<file path="config.mk">
export PLATFORM = sky130hd
export DESIGN_NAME = ex_mem_pipe_stage
export DESIGN_NICKNAME = d
export VERILOG_FILES = /design/src/rtl/pipeline_pkg.sv /design/src/rtl/pipe_skid_buf.sv /design/src/rtl/ex_mem_pipe_stage.sv
export SDC_FILE = /design/constraint.sdc
export NUM_CORES = 1
export LEC_CHECK = 0
export CAP_MARGIN = 20
export CORE_UTILIZATION = 51
export DETAILED_ROUTE_END_ITERATION = 12
export PLACE_DENSITY = 0.8
export SLEW_MARGIN = 0
export SYNTH_ARGS = -nofsm -noshare
export SYNTH_HDL_FRONTEND = slang
export SYNTH_SLANG_ARGS = --single-unit
</file>
<file path="constraint.sdc">
create_clock -name clk -period 2.16 [get_ports clk]
set_input_delay 0.216 -clock clk [delete_from_list [all_inputs] [get_ports clk]]
set_output_delay 0.216 -clock clk [all_outputs]
set_load 0.01 [all_outputs]
</file>
<file path="src/rtl/pipeline_pkg.sv">
// Shared pipeline types: control-group structs, the holding-stage state enum
// and the reg_write qualifier applied when a beat is captured.
package pipeline_pkg;

  typedef struct packed {
    logic branch;
    logic mem_write;
    logic mem_read;
  } m_ctrl_t;

  typedef struct packed {
    logic reg_write;
    logic mem_to_reg;
  } wb_ctrl_t;

  typedef enum logic [1:0] {
    EMPTY = 2'd0,
    ONE   = 2'd1,
    TWO   = 2'd2
  } skid_state_t;

  // A write to the hard-wired zero register is a no-op, so it is dropped
  // before it can reach the register file or the forwarding network.
  function automatic logic keep_reg_write(input logic reg_write,
                                          input logic dst_is_zero,
                                          input bit   discard_zero);
    return reg_write & ~(discard_zero & dst_is_zero);
  endfunction

endpackage

</file>
<file path="src/rtl/pipe_skid_buf.sv">
// Generic 2-entry skid buffer: 1-cycle accept-to-output latency, 1 beat/cycle,
// in_ready is registered (low only while both entries are full); flush drops all.
module pipe_skid_buf
  import pipeline_pkg::*;
#(
  parameter int W = 8
) (
  input  logic         clk,
  input  logic         rst,
  input  logic         flush,
  input  logic         in_valid,
  output logic         in_ready,
  input  logic [W-1:0] in_data,
  output logic         out_valid,
  input  logic         out_ready,
  output logic [W-1:0] out_data
);

  skid_state_t state, state_next;
  logic [W-1:0] main_q, skid_q;
  logic         accept, drain;
  logic         load_main, main_from_skid, load_skid;

  assign in_ready  = (state != TWO);
  assign out_valid = (state != EMPTY);
  assign out_data  = main_q;

  assign accept = in_valid & in_ready & ~flush;
  assign drain  = out_valid & out_ready;

  always_ff @(posedge clk) begin
    if (rst) state <= EMPTY;
    else     state <= state_next;
  end

  always_comb begin
    state_next     = state;
    load_main      = 1'b0;
    main_from_skid = 1'b0;
    load_skid      = 1'b0;
    if (flush) begin
      state_next = EMPTY;
    end else begin
      case (state)
        EMPTY: begin
          if (accept) begin
            state_next = ONE;
            load_main  = 1'b1;
          end
        end
        ONE: begin
          if (accept && drain) begin
            load_main = 1'b1;
          end else if (accept) begin
            state_next = TWO;
            load_skid  = 1'b1;
          end else if (drain) begin
            state_next = EMPTY;
          end
        end
        TWO: begin
          // in_ready is low here, so the only move is skid -> main.
          if (drain) begin
            state_next     = ONE;
            load_main      = 1'b1;
            main_from_skid = 1'b1;
          end
        end
        default: state_next = EMPTY;
      endcase
    end
  end

  always_ff @(posedge clk) begin
    if (rst) begin
      main_q <= '0;
      skid_q <= '0;
    end else begin
      if (load_main) main_q <= main_from_skid ? skid_q : in_data;
      if (load_skid) skid_q <= in_data;
    end
  end

endmodule

</file>
<file path="src/rtl/ex_mem_pipe_stage.sv">
// EX->MEM stage over a 2-entry skid buffer: bubble-gated controls, one-shot branch
// redirect; `define EX_MEM_FWD_EN adds the fwd_* forwarding tap.
module ex_mem_pipe_stage
  import pipeline_pkg::*;
#(
  parameter int DATA_W           = 32,
  parameter int PC_W             = 7,
  parameter int REG_W            = 5,
  parameter bit ZERO_REG_DISCARD = 1'b1
) (
  input  logic              clk,
  input  logic              rst,
  input  logic              flush,
  input  logic              in_valid,
  output logic              in_ready,
  input  logic              mem_to_reg,
  input  logic              reg_write,
  input  logic              branch,
  input  logic              mem_write,
  input  logic              mem_read,
  input  logic              zero,
  input  logic [PC_W-1:0]   pc_branch,
  input  logic [DATA_W-1:0] alu_result,
  input  logic [DATA_W-1:0] data2,
  input  logic [REG_W-1:0]  dst,
  output logic              out_valid,
  input  logic              out_ready,
  output logic              mem_to_reg_o,
  output logic              reg_write_o,
  output logic              branch_o,
  output logic              mem_write_o,
  output logic              mem_read_o,
  output logic              zero_o,
  output logic [PC_W-1:0]   pc_branch_o,
  output logic [DATA_W-1:0] alu_result_o,
  output logic [DATA_W-1:0] data2_o,
  output logic [REG_W-1:0]  dst_o,
  output logic              redirect,
  output logic [PC_W-1:0]   redirect_pc
`ifdef EX_MEM_FWD_EN
  ,
  output logic              fwd_valid,
  output logic [REG_W-1:0]  fwd_dst,
  output logic [DATA_W-1:0] fwd_data
`endif
);

  typedef struct packed {
    m_ctrl_t           m;
    wb_ctrl_t          wb;
    logic              zero;
    logic [PC_W-1:0]   pc;
    logic [DATA_W-1:0] alu;
    logic [DATA_W-1:0] data2;
    logic [REG_W-1:0]  dst;
  } beat_t;

  beat_t in_beat, head;
  logic  drain, taken, redirect_done;

  always_comb begin
    in_beat              = '0;
    in_beat.m.branch     = branch;
    in_beat.m.mem_write  = mem_write;
    in_beat.m.mem_read   = mem_read;
    in_beat.wb.reg_write = keep_reg_write(reg_write, (dst == '0), ZERO_REG_DISCARD);
    in_beat.wb.mem_to_reg = mem_to_reg;
    in_beat.zero         = zero;
    in_beat.pc           = pc_branch;
    in_beat.alu          = alu_result;
    in_beat.data2        = data2;
    in_beat.dst          = dst;
  end

  pipe_skid_buf #(
    .W($bits(beat_t))
  ) u_skid (
    .clk       (clk),
    .rst       (rst),
    .flush     (flush),
    .in_valid  (in_valid),
    .in_ready  (in_ready),
    .in_data   (in_beat),
    .out_valid (out_valid),
    .out_ready (out_ready),
    .out_data  (head)
  );

  assign drain = out_valid & out_ready;

  // A bubble must never write memory or the register file.
  assign mem_to_reg_o = out_valid & head.wb.mem_to_reg;
  assign reg_write_o  = out_valid & head.wb.reg_write;
  assign branch_o     = out_valid & head.m.branch;
  assign mem_write_o  = out_valid & head.m.mem_write;
  assign mem_read_o   = out_valid & head.m.mem_read;
  assign zero_o       = out_valid & head.zero;

  assign pc_branch_o  = head.pc;
  assign alu_result_o = head.alu;
  assign data2_o      = head.data2;
  assign dst_o        = head.dst;

  // Fire once per head beat even if MEM stalls it for several cycles.
  assign taken       = out_valid & head.m.branch & head.zero;
  assign redirect    = taken & ~redirect_done & ~flush;
  assign redirect_pc = redirect ? head.pc : '0;

  always_ff @(posedge clk) begin
    if (rst || flush)   redirect_done <= 1'b0;
    else if (drain)     redirect_done <= 1'b0;
    else if (redirect)  redirect_done <= 1'b1;
  end

`ifdef EX_MEM_FWD_EN
  // Loads are excluded: their data only exists after the MEM stage.
  assign fwd_valid = reg_write_o & ~mem_to_reg_o;
  assign fwd_dst   = head.dst;
  assign fwd_data  = head.alu;
`endif

endmodule

</file>
==> run summary, run 1 <==
Design area -> 0.0101 mm2
Placed Cells -> 1,123
Most numerous cell in the Yosys netlist -> dfxtp_1
Synth-to-layout area growth -> 23.6%
First-pass detailed-route iteration total -> 4
Grt ovf -> 0
H-tree levels -> 4
Pin count of the biggest net entering global routing -> 71
Mapped Area -> 0.00815 mm2
Worst Hold End -> u_skid.skid_q[9]$_SDFFE_PP0P_
Slowest CP cell -> clkdlybuf4s50_1
Syn avg cell area -> 9.57 um2
Hold crit path type -> in -> reg
Max Fclk -> 485 MHz
Worst setup SP type -> flip-flop
Fin. Hold Viols -> 0
Diode count -> 0
Fin. max-slew vios -> 0
Tmin final -> 2.06 ns
Dominant cells by area after synthesis -> dfxtp_1, a221oi_2, mux2i_1
Grt met2 use -> 0.384
Top Usage Layer GRT -> met2
Die area -> 0.0165 mm2
Yosys top cell area share -> 0.410
Crit. End Element -> output port
Post-synth top cells -> dfxtp_1, nand2_1, a21oi_1, buf_4, nor2_1
Synthesized instance count -> 851
Post-synth top area cell -> dfxtp_1
Buffers on Ports -> 178
Met1 GRT Util -> 0.282
Antenna-violating nets left -> 0
Setup slack, reg-to-reg -> 0.44 ns
Final Util -> 0.655
CP cell instances -> or2_1 -> and4_4 -> and2_1 -> clkdlybuf4s50_1
Routability cong. -> 0.754
Worst Max-Slew Pin Slew -> 0.712 ns
WHS -> 0.320 ns
Rel. slew slack -> 0.525
Hold path cells -> 2
Num rows -> 45
Async S/R FF share, synth -> 0
Wire per inst -> 15.8 um
Die Y -> 128 um
Status -> finished, final reports clean
Synth Warn # -> 0
Setup_tns -> 0 ns
R2R Path Start -> u_skid.state[1]$_SDFFE_PP0P_
Hold Path Origin -> rst
Max cap viols -> 0
Seq cells post-synth -> 167
Starting DRT DRC Count -> 386
Power Dens Cells -> 700 mW/mm2
Die Wd -> 128 um
Max incr delay on CP -> 0.53 ns
Mapped Nets -> 938
DRC Markers -> 0
# hold bufs at CTS -> 0
Via count -> 6,158
Clock sink count -> 167
Placed cell area -> 0.00952 mm2
Core Box Area -> 0.0154 mm2
Layout net count -> 1,018
Top_reg_cell synth -> dfxtp_1
M3 GR Usage -> 0.0507
Layout cell share with drive strength beyond 1 -> 0.161
CTS Buf Count -> 17
Initial Util -> 0.530
Routed WL -> 18,100 um
CTS tree -> yes
CTS Root Cell -> clkbuf_16
Fillers -> 1,252
Non-Filler Instances -> 1,150
Unique masters post-synth -> 36
Tcrit/Tclk final -> 0.954
Tot GR Track Use -> 0.225
Setup violators final -> 0
CP top delay family -> simple AND/OR/NAND/NOR gates
Setup CP Type -> reg -> out
IO Count -> 179
Number of vias per cell -> 5.35
Worst clock skew -> 0.00624 ns
FF-to-FF path depth -> 6
CTS clock-pin slew for the worst setup and hold paths -> 0.06 ns
IR drop worst, VDD -> 0.000515 V
Longest Clk Path Bufs -> 2
Global-route wire length before repair -> 29,400 um
Vias in the first global route -> 5,940
WP buf/inv -> 1
Worst EP required -> 1.94 ns
Post-CTS Setup Inserts -> 0
Initial antenna violation count -> 0
Register area share after synthesis -> 0.410
Reg2reg end -> u_skid.out_data[76]$_SDFFE_PP0P_
Insertion delay to the later sink of the worst-skew pair -> 0.41 ns
DP HPWL -> 11,700 um
CP max FO -> 9
EDFF count, synth -> 0
P_leak -> 3.23 nW
WP data arrival -> 1.84 ns
-- worst register-to-register path, stage by stage, from the launching register on --
cell      delay [ns]
dfxtp_4         0.37
nor2b_4         0.20
and3b_4         0.26
buf_12          0.20
buf_12          0.18
mux2i_1         0.26
a221oi_2        0.10
-- state kept, by name (all words and copies together), names as in the netlist --
name	cells
redirect_done	1
u_skid.out_data	82
u_skid.skid_q	82
u_skid.state	2
-- where the power goes --
part | switching (mW) | internal, mW | leakage (nW)
registers | 0.0756 | 3.20 | 1.36
logic | 0.446 | 0.505 | 1.61
clock network | 1.12 | 1.70 | 0.258
-- per-stage QoR --
| step | power, mW | worst slack, ns |
|---|---|---|
| after floorplan | 3.95 | 0.664 |
| after global placement | 4.29 | 0.125 |
| after detailed placement | 4.30 | 0.123 |
| after CTS | 7.10 | 0.0109 |
| after global routing | 7.32 | -0.000831 |
| final | 7.05 | 0.0992 |
-- final cells by class --
cell class              instances  area [um2]  share of cell area
well taps                     211         264              0.0262
flip-flops and latches        167        3350               0.333
multi-input cells             532        3680               0.365
repair buffers                211        2230               0.222
inverters                       2        7.51            0.000746
clock inverters                 5        77.6             0.00771
clock buffers                  22         454              0.0451
-- cells by family after synthesis --
kind of cell	Yosys count	share of synthesized area
mux	81	0.0995
buf+inv	152	0.140
compound gates	172	0.209
simple gates	279	0.141
flops	167	0.410
-- routing by layer --
layer	share of wire	wire (um)
met5	0	0
met4	0.0097	175
met3	0.050	900
met2	0.49	8810
met1	0.45	8250
-- worst max-delay path by stage --
stage                     slack [ns]                                to                    startpoint  depth (start not counted)
after global placement          0.12                    redirect_pc[3]                         flush                          5
after CTS                       0.01                    redirect_pc[5]  u_skid.state[0]$_SDFFE_PP0P_                          4
final                            0.1                    redirect_pc[5]  u_skid.state[0]$_SDFFE_PP0P_                          4
after floorplan                 0.66        redirect_done$_SDFFE_PP0P_  u_skid.state[0]$_SDFFE_PP0P_                          6
after global routing         -0.0008                    redirect_pc[1]  u_skid.state[0]$_SDFFE_PP0P_                          4
after detailed placement        0.12  u_skid.out_data[74]$_SDFFE_PP0P_                     out_ready                          6
-- what timing repair did --
| item | in CTS | in global routing |
|---|---|---|
| pin swaps | 0 | 0 |
| endpoints found under the setup margin | 8 | 7 |
| resized for setup | 3 | 4 |
| gates cloned | 0 | 0 |
-- placed cells by master, fill, tap and decap left out, drive strengths merged, types with 5 or more instances in the layout --
cell and n:
mux2i 81, clkbuf 22, or2 5, buf 34, a21oi 85, dfxtp 167
nor2 84, clkdlybuf4s50 176, a221oi 82, nand2 165, and2 13
Power figures use the tool's default switching activity.
==> inputs of run 2 (changes only) <==
HOLD_SLACK_MARGIN = 0.1   (was default)
==> results of run 2 <==
The final DEF is identical to that of run 1; final timing and power are the same.
==> inputs of run 3 (changes only) <==
CELL_PAD_IN_SITES_DETAIL_PLACEMENT = 1   (was default)
CELL_PAD_IN_SITES_GLOBAL_PLACEMENT = 2   (was default)
CORE_UTILIZATION = 31   (was 51)
PLACE_DENSITY = default   (was 0.8)
PLACE_DENSITY_LB_ADDON = 0.1   (was default)
==> run summary, run 3 (same netlist as run 1, synthesis figures left out) <==
Status -> finished, final reports clean
Starting DRT DRC Count -> 244 (-37%)
Setup_tns -> 0 ns (unchanged)
Wire per inst -> 17.4 um (+10%)
Power Dens Cells -> 721 mW/mm2 (+2.9%)
Tot GR Track Use -> 0.167 (-0.0574)
Initial antenna violation count -> 2 (+2)
Fin. max-slew vios -> 0 (unchanged)
Num rows -> 58 (+29%)
CTS clock-pin slew for the worst setup and hold paths -> 0.07 ns (about the same)
Tmin final -> 2.08 ns (+0.0207 ns)
Layout net count -> 1,014 (-0.39%)
Fin. Hold Viols -> 0 (unchanged)
Setup CP Type -> reg -> out
RSZ-0062 raised after global routing -> false
Hold path cells -> 3 (+1)
IO Count -> 179 (unchanged)
H-tree levels -> 4 (unchanged)
CP max FO -> 9 (unchanged)
First-pass detailed-route iteration total -> 4 (unchanged)
Antenna-violating nets left -> 0 (unchanged)
Tcrit/Tclk final -> 0.964 (+0.00958)
Pin count of the biggest net entering global routing -> 65 (-8.5%)
Hold crit path type -> in -> reg
Longest Clk Path Bufs -> 2 (unchanged)
Placed cell area -> 0.00967 mm2 (+1.6%)
P_leak -> 3.33 nW (+2.9%)
Clock sink count -> 167 (unchanged)
Vias in the first global route -> 6,568 (+11%)
Fillers -> 2,825 (+130%)
Initial Util -> 0.320 (-0.210)
Synth-to-layout area growth -> 26.7%
Setup ws final -> 0.0785 ns (-0.0207 ns)
Commonest non-fill, non-tap cell in the layout -> clkdlybuf4s50_1
Setup violators final -> 0 (unchanged)
Rel. slew slack -> 0.723 (+0.198)
WP data arrival -> 1.87 ns (+0.03 ns)
Global-route wire length before repair -> 35,100 um (+19%)
Insertion delay to the later sink of the worst-skew pair -> 0.42 ns (about the same)
DRC Markers -> 0 (unchanged)
CP cell instances -> or2_4 -> and4_4 -> and2_1 -> clkdlybuf4s50_1
Buffers on Ports -> 178 (unchanged)
Worst Max-Slew Pin Slew -> 0.416 ns (-0.297 ns)
Die Y -> 164 um (+28%)
Crit. End Element -> output port
Slowest CP cell -> clkdlybuf4s50_1
Design area -> 0.0103 mm2 (+2.5%)
FF-to-FF path depth -> 7 (+1)
Layout cell share with drive strength beyond 1 -> 0.164 (+0.00319)
Post-CTS Setup Inserts -> 0 (unchanged)
Routability cong. -> 0.688 (-8.7%)
Pre-CTS setup slack -> 0.0531 ns (-0.0698 ns)
CTS Root Cell -> clkbuf_16
CTS tree -> yes
Worst EP required -> 1.94 ns (about the same)
Max cap viols -> 0 (unchanged)
Max incr delay on CP -> 0.53 ns (about the same)
Max Fclk -> 480 MHz (-0.99%)
Grt ovf -> 0 (unchanged)
Routed WL -> 22,100 um (+22%)
DP HPWL -> 14,700 um (+25%)
Core Box Area -> 0.0255 mm2 (+66%)
Via count -> 6,214 (+0.91%)
Number of vias per cell -> 4.89 (-8.6%)
Die Wd -> 164 um (+28%)
Worst setup SP type -> flip-flop
Die area -> 0.0269 mm2 (+63%)
CTS Buf Count -> 17 (unchanged)
Most frequent cells in the layout -> clkdlybuf4s50_1, nand2_1, dfxtp_1, a21oi_1, nor2_1
IR drop worst, VDD -> 0.000477 V (-7.4%)
Worst clock skew -> 0.0103 ns (+0.00407 ns)
==> run 3: changes by cell type in the layout (fill, tap and decap cells not counted), moves of 2 or more <==
| cell | delta |
|---|---|
| clkdlybuf4s50_1 | -3 |
| clkbuf_1 | -3 |
| clkbuf_8 | +2 |
| clkinv_4 | +5 |
| buf_12 | +3 |
| buf_4 | -8 |
| dlymetal6s2s_1 | +3 |
==> run 3: per-stage QoR <==
step / hold WS, ns / util / total power [mW] / instances
global route: 0.379 / 0.405 / 7.77 / 1270
floorplan: 0.293 / - / 3.95 / 851
detailed placement: 0.447 / 0.380 / 4.34 / 1237
finish: 0.374 / 0.405 / 7.44 / 1270
global placement: 0.440 / 0.380 / 4.31 / 1237
CTS: 0.356 / 0.405 / 7.58 / 1269
==> run 3: area by class of cell <==
class / instances / area, um2 / share of cell area
well taps: 330 / 413 / 0.0400
diodes: 1 / 2.50 / 0.000242
clock buffers: 21 / 470 / 0.0456
clock inverters: 10 / 146 / 0.0142
flip-flops and latches: 167 / 3350 / 0.324
inverters: 2 / 7.51 / 0.000727
repair buffers: 207 / 2250 / 0.218
multi-input cells: 532 / 3680 / 0.357
==> run 3: timing repair <==
action                                  in CTS  in global routing
endpoints found under the setup margin       8                  4
resized for setup                            6                  4
hold endpoints to repair                     6                  0
hold buffers                                 1                  0
==> run 3: routing by layer <==
layer / track usage / vias up / share of wire
met5: 0 / - / 0.00059
met4: 0.0518 / 2 / 0.012
met3: 0.0328 / 19 / 0.043
met2: 0.295 / 115 / 0.50
met1: 0.204 / 3036 / 0.45
li1: - / 3042 / -
==> run 3: report_power, final <==
part	switching, mW	internal (mW)	leakage, nW
logic	0.464	0.510	1.66
clock network	1.27	1.92	0.299
registers	0.0775	3.20	1.36
total	1.81	5.63	3.33
==> run 3: critical path: cells and delay by family (launching register included) <==
family | cells | cell delay, ns
AND/OR/NAND/NOR | 3 | 0.55
buffers and inverters | 1 | 0.53
flip-flops | 1 | 0.38
==> run 3: worst paths after layout <==
check,from,end,slack [ns]
worst max-delay path,u_skid.state[1]$_SDFFE_PP0P_,redirect_pc[1],0.08
worst max register to register,u_skid.state[1]$_SDFFE_PP0P_,u_skid.out_data[28]$_SDFFE_PP0P_,0.41
worst min register to register,u_skid.skid_q[78]$_SDFFE_PP0P_,u_skid.skid_q[78]$_SDFFE_PP0P_,0.45
worst min-delay path,alu_result[29],u_skid.skid_q[66]$_SDFFE_PP0P_,0.37
